===== src/rtl/demux_1x4_burst_sched_pkg.sv =====
// ============================================================================
//  Module      : demux_1x4_burst_sched_pkg
//  Description : Shared definitions for the 1:4 burst demux scheduler.
//                Holds the channel count, select width, the FSM state
//                encoding and a helper that sizes the beat counter.
//  Revision    : 1.0 - initial release
// ============================================================================
`default_nettype none

package demux_1x4_burst_sched_pkg;

    // Number of downstream channels and the width of the select that picks one.
    localparam int NUM_CH = 4;
    localparam int SEL_W  = 2;

    // Two-state scheduler: arbitrate, then stream one fixed-length burst.
    typedef enum logic {
        ST_IDLE = 1'b0,
        ST_XFER = 1'b1
    } state_t;

    // Beat counter width: max(1, clog2(burst_len)). A burst of one beat
    // still gets a 1-bit counter so the compare logic stays uniform.
    function automatic int cnt_width(input int burst_len);
        return (burst_len > 1) ? $clog2(burst_len) : 1;
    endfunction

endpackage

`default_nettype wire


===== src/rtl/demux_1x4_burst_sched_if.sv =====
// ============================================================================
//  Module      : demux_1x4_burst_sched_if
//  Description : Stream bundle between one producer, the burst scheduler and
//                four consumers.
//                  in_valid / in_data / in_ready : upstream valid/ready stream
//                  out_valid[3:0]                : one-hot per-channel valid
//                  out_data                      : shared data bus to all channels
//                  out_ready[3:0]                : per-channel consumer ready
//                Modport "slave" is the scheduler's view; modport "master" is
//                the producer/consumer side that surrounds it.
//  Revision    : 1.0 - initial release
// ============================================================================
`default_nettype none

interface demux_1x4_burst_sched_if #(
    parameter int DATA_W = 8
);
    import demux_1x4_burst_sched_pkg::*;

    logic                in_valid;
    logic [DATA_W-1:0]   in_data;
    logic                in_ready;
    logic [NUM_CH-1:0]   out_valid;
    logic [DATA_W-1:0]   out_data;
    logic [NUM_CH-1:0]   out_ready;

    // Scheduler side: consumes the upstream stream, drives the demux outputs.
    modport slave (
        input  in_valid,
        input  in_data,
        input  out_ready,
        output in_ready,
        output out_valid,
        output out_data
    );

    // Environment side: producer and the four consumers.
    modport master (
        output in_valid,
        output in_data,
        output out_ready,
        input  in_ready,
        input  out_valid,
        input  out_data
    );

endinterface

`default_nettype wire


===== src/rtl/demux_1x4_burst_sched_rr_pick4.sv =====
// ============================================================================
//  Module      : rr_pick4
//  Description : Purely combinational rotating first-set scan over four
//                request bits. Starting at ptr and walking ptr, ptr+1, ...
//                (mod 4), returns the index of the first set bit.
//  Ports       : req[3:0]       - request / eligibility mask
//                ptr[1:0]       - scan start position
//                grant_idx[1:0] - index of the first set bit at/after ptr
//                any            - high when at least one request bit is set
//  Revision    : 1.0 - initial release
// ============================================================================
`default_nettype none

module rr_pick4
    import demux_1x4_burst_sched_pkg::*;
(
    input  wire  [NUM_CH-1:0] req,
    input  wire  [SEL_W-1:0]  ptr,
    output logic [SEL_W-1:0]  grant_idx,
    output logic              any
);

    always_comb begin
        grant_idx = ptr;
        any       = 1'b0;
        // Walk from the farthest offset back toward ptr so that the last
        // hit written is the one closest to ptr. The index sum is SEL_W bits
        // wide, which gives the mod-4 wrap for free.
        for (int k = NUM_CH - 1; k >= 0; k--) begin
            if (req[ptr + SEL_W'(k)]) begin
                grant_idx = ptr + SEL_W'(k);
                any       = 1'b1;
            end
        end
    end

endmodule

`default_nettype wire


===== src/rtl/demux_1x4_burst_sched.sv =====
// ============================================================================
//  Module      : demux_1x4_burst_sched
//  Description : Burst scheduler for a 1:4 demultiplexer. Routes a single
//                valid/ready stream to four channels in fixed-length bursts,
//                rotating round-robin over the enabled channels. Drives the
//                demux select and gates per-channel valid and upstream ready.
//  Parameters  : DATA_W    - data word width
//                BURST_LEN - beats per burst before re-arbitration (1..256)
//  Ports       : clk        - clock, rising edge
//                rst        - synchronous active-high reset
//                chan_en    - per-channel arbitration enable (sampled in IDLE)
//                bus        - stream bundle (slave modport)
//                sel        - registered demux select {S1,S0}
//                busy       - high while a burst is in progress
//                burst_done - 1-cycle pulse the cycle after a burst's last beat
//  Revision    : 1.0 - initial release
// ============================================================================
`default_nettype none

module demux_1x4_burst_sched
    import demux_1x4_burst_sched_pkg::*;
#(
    parameter int DATA_W    = 8,
    parameter int BURST_LEN = 4
)(
    input  wire                      clk,
    input  wire                      rst,
    input  wire  [NUM_CH-1:0]        chan_en,
    demux_1x4_burst_sched_if.slave   bus,
    output logic [SEL_W-1:0]         sel,
    output logic                     busy,
    output logic                     burst_done
);

    localparam int               CNT_W  = cnt_width(BURST_LEN);
    localparam logic [CNT_W-1:0] C_LAST = CNT_W'(BURST_LEN - 1);

    // ------------------------------------------------------------------
    // State
    // ------------------------------------------------------------------
    state_t            r_state;
    logic [SEL_W-1:0]  r_sel;
    logic [SEL_W-1:0]  r_rr_ptr;
    logic [CNT_W-1:0]  r_beat_cnt;
    logic              r_burst_done;

    // ------------------------------------------------------------------
    // Arbitration: first enabled channel at or after the round-robin pointer
    // ------------------------------------------------------------------
    logic [SEL_W-1:0]  w_grant_idx;
    logic              w_any;

    rr_pick4 u_rr_pick4 (
        .req       (chan_en),
        .ptr       (r_rr_ptr),
        .grant_idx (w_grant_idx),
        .any       (w_any)
    );

    // ------------------------------------------------------------------
    // Valid/ready gating
    // ------------------------------------------------------------------
    logic w_xfer;
    logic w_fire;
    logic w_last_beat;

    assign w_xfer      = (r_state == ST_XFER);
    assign bus.in_ready = w_xfer & bus.out_ready[r_sel];
    assign w_fire      = bus.in_valid & bus.in_ready;
    assign w_last_beat = (r_beat_cnt == C_LAST);

    // The data bus is shared by all four channels; only the one-hot valid
    // tells a consumer the word is meant for it.
    assign bus.out_data = bus.in_data;

    always_comb begin
        bus.out_valid = '0;
        if (w_xfer && bus.in_valid) begin
            bus.out_valid[r_sel] = 1'b1;
        end
    end

    // ------------------------------------------------------------------
    // Scheduler FSM
    // ------------------------------------------------------------------
    always_ff @(posedge clk) begin
        if (rst) begin
            r_state      <= ST_IDLE;
            r_sel        <= '0;
            r_rr_ptr     <= '0;
            r_beat_cnt   <= '0;
            r_burst_done <= 1'b0;
        end else begin
            r_burst_done <= 1'b0;
            case (r_state)
                ST_IDLE: begin
                    // chan_en only matters here; once a burst starts it is
                    // committed to r_sel until its last beat.
                    if (bus.in_valid && w_any) begin
                        r_sel      <= w_grant_idx;
                        r_beat_cnt <= '0;
                        r_state    <= ST_XFER;
                    end
                end
                ST_XFER: begin
                    if (w_fire) begin
                        r_beat_cnt <= r_beat_cnt + 1'b1;
                        if (w_last_beat) begin
                            // Pointer moves past the channel just served even
                            // if it is the only enabled one; the scan wraps
                            // back to it.
                            r_rr_ptr     <= r_sel + 1'b1;
                            r_burst_done <= 1'b1;
                            r_state      <= ST_IDLE;
                        end
                    end
                end
                default: begin
                    r_state <= ST_IDLE;
                end
            endcase
        end
    end

    assign sel        = r_sel;
    assign busy       = w_xfer;
    assign burst_done = r_burst_done;

endmodule

`default_nettype wire


===== src/flat_wrapper.sv =====
// flat-port wrapper written by rule: the top's interface ports become plain ports
module demux_1x4_burst_sched_flat import demux_1x4_burst_sched_pkg::*;
#(
    parameter int DATA_W    = 8,
    parameter int BURST_LEN = 4
)
  (clk, rst, chan_en, sel, busy, burst_done, bus_in_valid, bus_in_data, bus_out_ready, bus_in_ready, bus_out_valid, bus_out_data);
  demux_1x4_burst_sched_if #(.DATA_W(DATA_W)) bus_i ();
  input  wire clk;
  input  wire rst;
  input  wire  [NUM_CH-1:0] chan_en;
  output logic [SEL_W-1:0] sel;
  output logic busy;
  output logic burst_done;
  input wire logic [$bits(bus_i.in_valid)-1:0] bus_in_valid;
  input wire logic [$bits(bus_i.in_data)-1:0] bus_in_data;
  input wire logic [$bits(bus_i.out_ready)-1:0] bus_out_ready;
  output wire logic [$bits(bus_i.in_ready)-1:0] bus_in_ready;
  output wire logic [$bits(bus_i.out_valid)-1:0] bus_out_valid;
  output wire logic [$bits(bus_i.out_data)-1:0] bus_out_data;
  assign bus_i.in_valid = bus_in_valid;
  assign bus_i.in_data = bus_in_data;
  assign bus_i.out_ready = bus_out_ready;
  assign bus_in_ready = bus_i.in_ready;
  assign bus_out_valid = bus_i.out_valid;
  assign bus_out_data = bus_i.out_data;
  demux_1x4_burst_sched #(.DATA_W(DATA_W), .BURST_LEN(BURST_LEN)) u_core (.clk(clk), .rst(rst), .chan_en(chan_en), .bus(bus_i), .sel(sel), .busy(busy), .burst_done(burst_done));
endmodule

===== config.mk =====
export PLATFORM = sky130hd
export DESIGN_NAME = demux_1x4_burst_sched_flat
export DESIGN_NICKNAME = d
export VERILOG_FILES = /design/src/rtl/demux_1x4_burst_sched_pkg.sv /design/src/rtl/demux_1x4_burst_sched_if.sv /design/src/rtl/demux_1x4_burst_sched_rr_pick4.sv /design/src/rtl/demux_1x4_burst_sched.sv /design/src/flat_wrapper.sv
export SDC_FILE = /design/constraint.sdc
export NUM_CORES = 1
export LEC_CHECK = 0
export CORE_MARGIN = 2
export CORE_UTILIZATION = 32
export DETAILED_ROUTE_END_ITERATION = 12
export HOLD_SLACK_MARGIN = 0.15
export PLACE_DENSITY_LB_ADDON = 0.08
export SLEW_MARGIN = 20
export SYNTH_ARGS = -nofsm -noshare
export SYNTH_HDL_FRONTEND = slang
export SYNTH_SLANG_ARGS = --single-unit

===== constraint.sdc =====
create_clock -name clk -period 1.4 [get_ports clk]
set_input_delay 0.28 -clock clk [delete_from_list [all_inputs] [get_ports clk]]
set_output_delay 0.28 -clock clk [all_outputs]
set_load 0.05 [all_outputs]

* Yosys cells after proc, flatten, opt, wreduce, memory -nomap -nowiden
Cells that the tools add are included.
** Cells by class
- Add/subtract/negate cells :: 5
- $mul :: 0
- Div/mod/pow operators :: 0
- Magnitude comparators :: 6
- Equal/unequal tests :: 3
- Shift operators :: 0
- Mux-type cells :: 29
- Bitwise gates (word level) :: 4
- Reduce and logical (&&, ||, !) cells :: 7
** Operators by type and width (number)
- $lt A2 B3 Y1 const B :: 5
- $mux W1 :: 14
- $mux W2 :: 6
- $bmux W1 S2 :: 5
- $add A2 B1 Y2 const B :: 3
- $add A2 B2 Y2 const B :: 2
- $mux W4 :: 1
- $pmux W2 S2 :: 1
- $reduce_and A2 Y1 :: 2
- $logic_and A1 B1 Y1 :: 3
- $reduce_and A3 Y1 :: 1
- $reduce_or A3 Y1 :: 1
- $and A1 B1 Y1 :: 2
- $demux W1 S2 :: 1
- $eq A2 B2 Y1 const B :: 1
- $ge A2 B1 Y1 const B :: 1
- $ne A2 B1 Y1 const B :: 1
- $ne A2 B2 Y1 const B :: 1
- $not A1 Y1 :: 2
- $pmux W1 S2 :: 1
** Word-level totals
- Bits in registers :: 8
- Latch bits :: 0
- Memory bits (writable) :: 0
- ROM bits :: 0
- Bits of input ports :: 19
- Output and inout port bits :: 17
- Memories :: 0

* Longest topological paths before layout
Gate-level depths: netlist (run 1).
- Depth in word-level cells :: 10
- Depth in mapped cells :: 4

* Modules after synthesis
A second synthesis (run 1) with hierarchy kept.
** Unflattened totals
- Cell total of the unflattened synthesis :: 76
- Area total of the unflattened synthesis :: 640.6 µm²
** By module, submodules not included
- demux_1x4_burst_sched :: times used 1, cells each 60, area an instance 540.5 µm², sequential area each 160.2 µm²
- rr_pick4 :: times used 1, cells each 16, area an instance 100.1 µm², sequential area each 0.0 µm²

* Worst setup path after synthesis (run 1)
No wires, ideal clock.
- Kind :: flip-flop to output port
- Start :: register u_core.r_sel[0], in the netlist u_core.sel[0]
- End :: output port bus_in_ready
- Data arrival time :: 1.616 ns
- Data required time :: 1.120 ns
- Slack :: -0.496 ns
- Stages on the path, launching flop included :: 3
- Path buffers :: 0
- Cell sequence :: dfxtp_1 > mux4_2 > and2_2
** Between the ends
- Word-level cells in the longest chain between the ends :: 3
** Ends and longest elaborated chain
- start: declaration :: RTL line demux_1x4_burst_sched.sv:42 : logic [SEL_W-1:0] r_sel;
- start signal: assignment :: RTL line demux_1x4_burst_sched.sv:100 : r_sel <= w_grant_idx;
- $bmux W1 S2 :: RTL line demux_1x4_burst_sched.sv:68 : assign bus.in_ready = w_xfer & bus.out_ready[r_sel];
- $mux W1 (not written as such) :: RTL line demux_1x4_burst_sched.sv:68
- $and A1 B1 Y1 :: RTL line demux_1x4_burst_sched.sv:68
- end: declaration :: RTL line flat_wrapper.sv:18 : output wire logic [$bits(bus_i.in_ready)-1:0] bus_in_ready;
No other way between the ends. The select of a mux whose other input is x is not followed.

* Final worst setup path (run 1)
Same ends and word-level chain as after synthesis.

==> summary.txt, run 1 <==
Status
  – Status: finished, violations left
  – Violations in the final reports: negative setup slack

Timing
  – Final setup vio count: 11
  – Number of hold violations in the final report: 0
  – Upper clock frequency limit: 587 MHz
  – Measured slew at the worst slew-check pin: 293 ps
  – Fraction of the cycle the final worst path needs: 1.22
  – Aggregate negative setup slack: -2230 ps
  – RSZ-0062 raised after global routing: true
  – Setup slack of the critical path after layout: -303 ps
  – Final setup skew: 11.9 ps
  – Clock period minus worst slack: 1700 ps
  – Max-Slew Margin vs Limit: 0.805
  – Slew Viols, Final: 0

Setup path
  – Arrival @ worst endpoint: 1420 ps
  – Largest stage delay on the critical path: 500 ps
  – Launching element type of the critical path: flop
  – Element type at the critical path end: primary output
  – CP max stage cell: sky130_fd_sc_hd__mux4_2
  – Req. time, crit path: 1120 ps
  – Crit Path Max Fanout: 2
  – Critical path buffers and inverters: 1
  – Kind of cell with the highest combined delay on the critical path: multiplexers
  – Cells along the critical path: mux4_2 -> and2_4 -> buf_8
  – CP Class: flop to primary output

Pwr
  – Sequential share of power: 0.378
  – Cell area power density: 589 nW/um^2
  – Internal portion of total power: 0.460 mW
  – Logic pwr share: 0.334
  – Clock share of power: 0.288
  – Switch Pwr: 0.190 mW
  – Leakage Power: 0.488 nW
  – Peak ir drop on the vdd network: 0.507 mV
  – Fraction of power spent switching nets: 0.293

Route
  – Post-detailed-route via-to-cell ratio: 4.74
  – Number of nets still failing antenna checks after routing: 0
  – Routed Wire Length: 1460 um
  – Routed wire length per instance: 11.5 um
  – Routed via count: 602
  – DRC viols: 0
  – Detailed-router iteration count before antenna repair: 4
  – Initial detailed-routing violation count: 9

Die
  – Std cell rows: 15
  – Die outline height: 46.5 um
  – Core region area: 1710 um^2
  – Starting Density: 0.338
  – Boundary pin count: 36
  – Area enclosed by the die boundary: 2160 um^2
  – Width of the die: 46.5 um

Job
  – Max-cap violations: 0

Clock network
  – TritonCTS Buffers: 3
  – Clock tree from TritonCTS: built
  – Maximum clock path buffer count: 2
  – Number of H-tree levels: 1
  – Reg clk slew, reported paths: 60 ps
  – Clock insertion delay at the later pin of the skew report: 260 ps
  – CTS Hold Bufs: 0
  – Number of clock sinks seen by CTS: 8
  – Library cell used as clock root buffer: sky130_fd_sc_hd__clkbuf_4

Global routing
  – Via count of the first global-routing pass: 565
  – First-pass GRT wire length: 2320 um
  – Pin count of the biggest net entering global routing: 11
  – GRT Total Usage: 0.148
  – Antenna violations before repair: 0
  – GRT overflow: 0

Final layout
  – Signed area change from the synthesized netlist to the final layout: 90.9%
  – Antenna Diode Count: 0
  – Final-stage net count: 127
  – Post-layout utilization of the core: 0.646
  – Finished Layout Cells: 127
  – Share of final-layout standard cells stronger than drive strength 1: 0.500

Placement
  – Placed cell count: 117
  – Routability congestion estimate from global placement: 0.768
  – I/O Buffers: 19
  – Post-DP HPWL: 1150 um

Synthesis
  – Largest cells by area after synthesis: sky130_fd_sc_hd__dfxtp_1 (28%), sky130_fd_sc_hd__ha_1 (11%), sky130_fd_sc_hd__buf_4 (10%)
  – Synthesized area per cell: 8.38 um^2
  – Post-synthesis cell type with the largest combined area: sky130_fd_sc_hd__dfxtp_1
  – Top-area cell type share of the netlist area: 0.277
  – Number of different library cells in the post-synthesis netlist: 26
  – Flip-flop cell with the highest count after synthesis: sky130_fd_sc_hd__dfxtp_1
  – Cells after synthesis: 69
  – Seq cells post-synth: 8
  – Netlist area before placement: 578 um^2
  – Post-Syn Nets: 93
  – Share of synthesized area occupied by flip-flops and latches: 0.277
  – Number of warnings issued by yosys: 0
  – Ys async rst share: 0
  – EDFF count, synth: 0

Hold path
  – Type of the worst min-delay path: flop to flop
cell type report:
class	count	area, um^2
Clock buffer	4	26.3
Fill cell	139	604
Inverter	8	37.5
Multi-Input combinational cell	44	413
Sequential cell	8	166
Tap cell	25	31.3
Timing Repair Buffer	38	429
final timing paths:
path,slack [ps],depth (start not counted),from,endpoint
setup / recovery,-300,3,u_core.sel[0],bus_in_ready
hold / removal,470,1,u_core.r_beat_cnt[0],u_core.r_beat_cnt[0]
setup reg to reg,-260,7,u_core.sel[0],u_core.busy
hold reg to reg,470,1,u_core.r_beat_cnt[0],u_core.r_beat_cnt[0]
sequential cells by signal (all words and copies together), names as in the netlist:
signal / flops
u_core.r_beat_cnt: 2
u_core.r_rr_ptr: 2
u_core.sel: 2
u_core.burst_done: 1
u_core.busy: 1
worst register-to-register path, delay by kind of cell, from the launching register on:
family	cells	cell delay, ps
simple gates	2	190
mux	1	500
buf+inv	3	420
flops	1	350
compound gates	1	120
cell usage in the layout (no fill, tap or decap), types with 2 or more instances in the layout:
cell type	Yosys	final
sky130_fd_sc_hd__nor2_1	5	5
sky130_fd_sc_hd__mux2i_1	2	2
sky130_fd_sc_hd__buf_6	0	3
sky130_fd_sc_hd__dfxtp_2	0	2
sky130_fd_sc_hd__inv_1	8	7
sky130_fd_sc_hd__o21ai_0	2	2
sky130_fd_sc_hd__a21oi_1	4	3
sky130_fd_sc_hd__buf_4	8	16
sky130_fd_sc_hd__dlymetal6s2s_1	0	3
sky130_fd_sc_hd__ha_4	0	4
sky130_fd_sc_hd__buf_12	0	8
sky130_fd_sc_hd__nand2_1	4	3
sky130_fd_sc_hd__dfxtp_1	8	5
sky130_fd_sc_hd__nor2b_1	2	2
sky130_fd_sc_hd__dlygate4sd2_1	0	6
sky130_fd_sc_hd__nand4_1	2	2
sky130_fd_sc_hd__and3_4	0	4
sky130_fd_sc_hd__clkbuf_4	0	3
power groups by stage:
stage / combinational, mW / sequential (mW) / clock, mW
after global routing: 0.233 / 0.247 / 0.206
final: 0.217 / 0.246 / 0.187
after global placement: 0.182 / 0.250 / 0
after detailed placement: 0.184 / 0.249 / 0
after floorplan: 0.123 / 0.264 / 0
after CTS: 0.206 / 0.245 / 0.197
metrics by stage:
| step | area (um^2) | hold WS (ps) | worst slack (ps) | total power, mW |
|---|---|---|---|---|
| after floorplan | 591 | 428 | -132 | 0.387 |
| after global placement | 923 | 461 | -414 | 0.431 |
| after detailed placement | 923 | 461 | -457 | 0.433 |
| after CTS | 1060 | 470 | -315 | 0.648 |
| after global routing | 1100 | 486 | -337 | 0.686 |
| final | 1100 | 467 | -303 | 0.650 |
logic make-up (layout without fill, tap and decap cells):
logic type	after synthesis	count (layout)	share of synthesized area
buf+inv	17	50	0.162
mux	3	3	0.0736
fa+ha+maj	5	5	0.108
compound gates	13	13	0.167
simple gates	23	23	0.212
flops	8	8	0.277
repair_timing:
action / CTS / global route
buffers inserted: 4 / 3
pin swaps: 4 / 2
resized for setup: 26 / 10
endpoints found under the setup margin: 12 / 14
per-layer routing:
layer  wire (um)  GRT usage
met1         617      0.174
met2         718      0.261
met3         124     0.0510
met4           0     0.0229
met5           0          0
cells in the mapped netlist, drive strengths merged (2+ instances only):
cell and n:
buf 8, dfxtp 8, inv 8, ha 5
nor2 5, a21oi 4, and3 4, nand2 4
mux2i 2, nand4 2, nor2b 2, nor4 2
o21ai 2
Note: power is estimated with default switching activity, not from simulation.
==> run 2: changes to the inputs <==
--- a/config.mk
+++ b/config.mk
@@ -5,6 +5,7 @@
 export SDC_FILE = /design/constraint.sdc
 export NUM_CORES = 1
 export LEC_CHECK = 0
+export CAP_MARGIN = 10
 export CORE_MARGIN = 2
 export CORE_UTILIZATION = 32
 export DETAILED_ROUTE_END_ITERATION = 12
==> results of run 2 <==
The final DEF is identical to that of run 1; final timing and power are the same.
==> run 3: changes to the inputs <==
--- a/config.mk
+++ b/config.mk
@@ -5,6 +5,7 @@
 export SDC_FILE = /design/constraint.sdc
 export NUM_CORES = 1
 export LEC_CHECK = 0
+export ABC_AREA = 0
 export CAP_MARGIN = 10
 export CORE_MARGIN = 2
 export CORE_UTILIZATION = 32
==> results of run 3 <==
The final DEF is identical to that of run 1; final timing and power are the same.
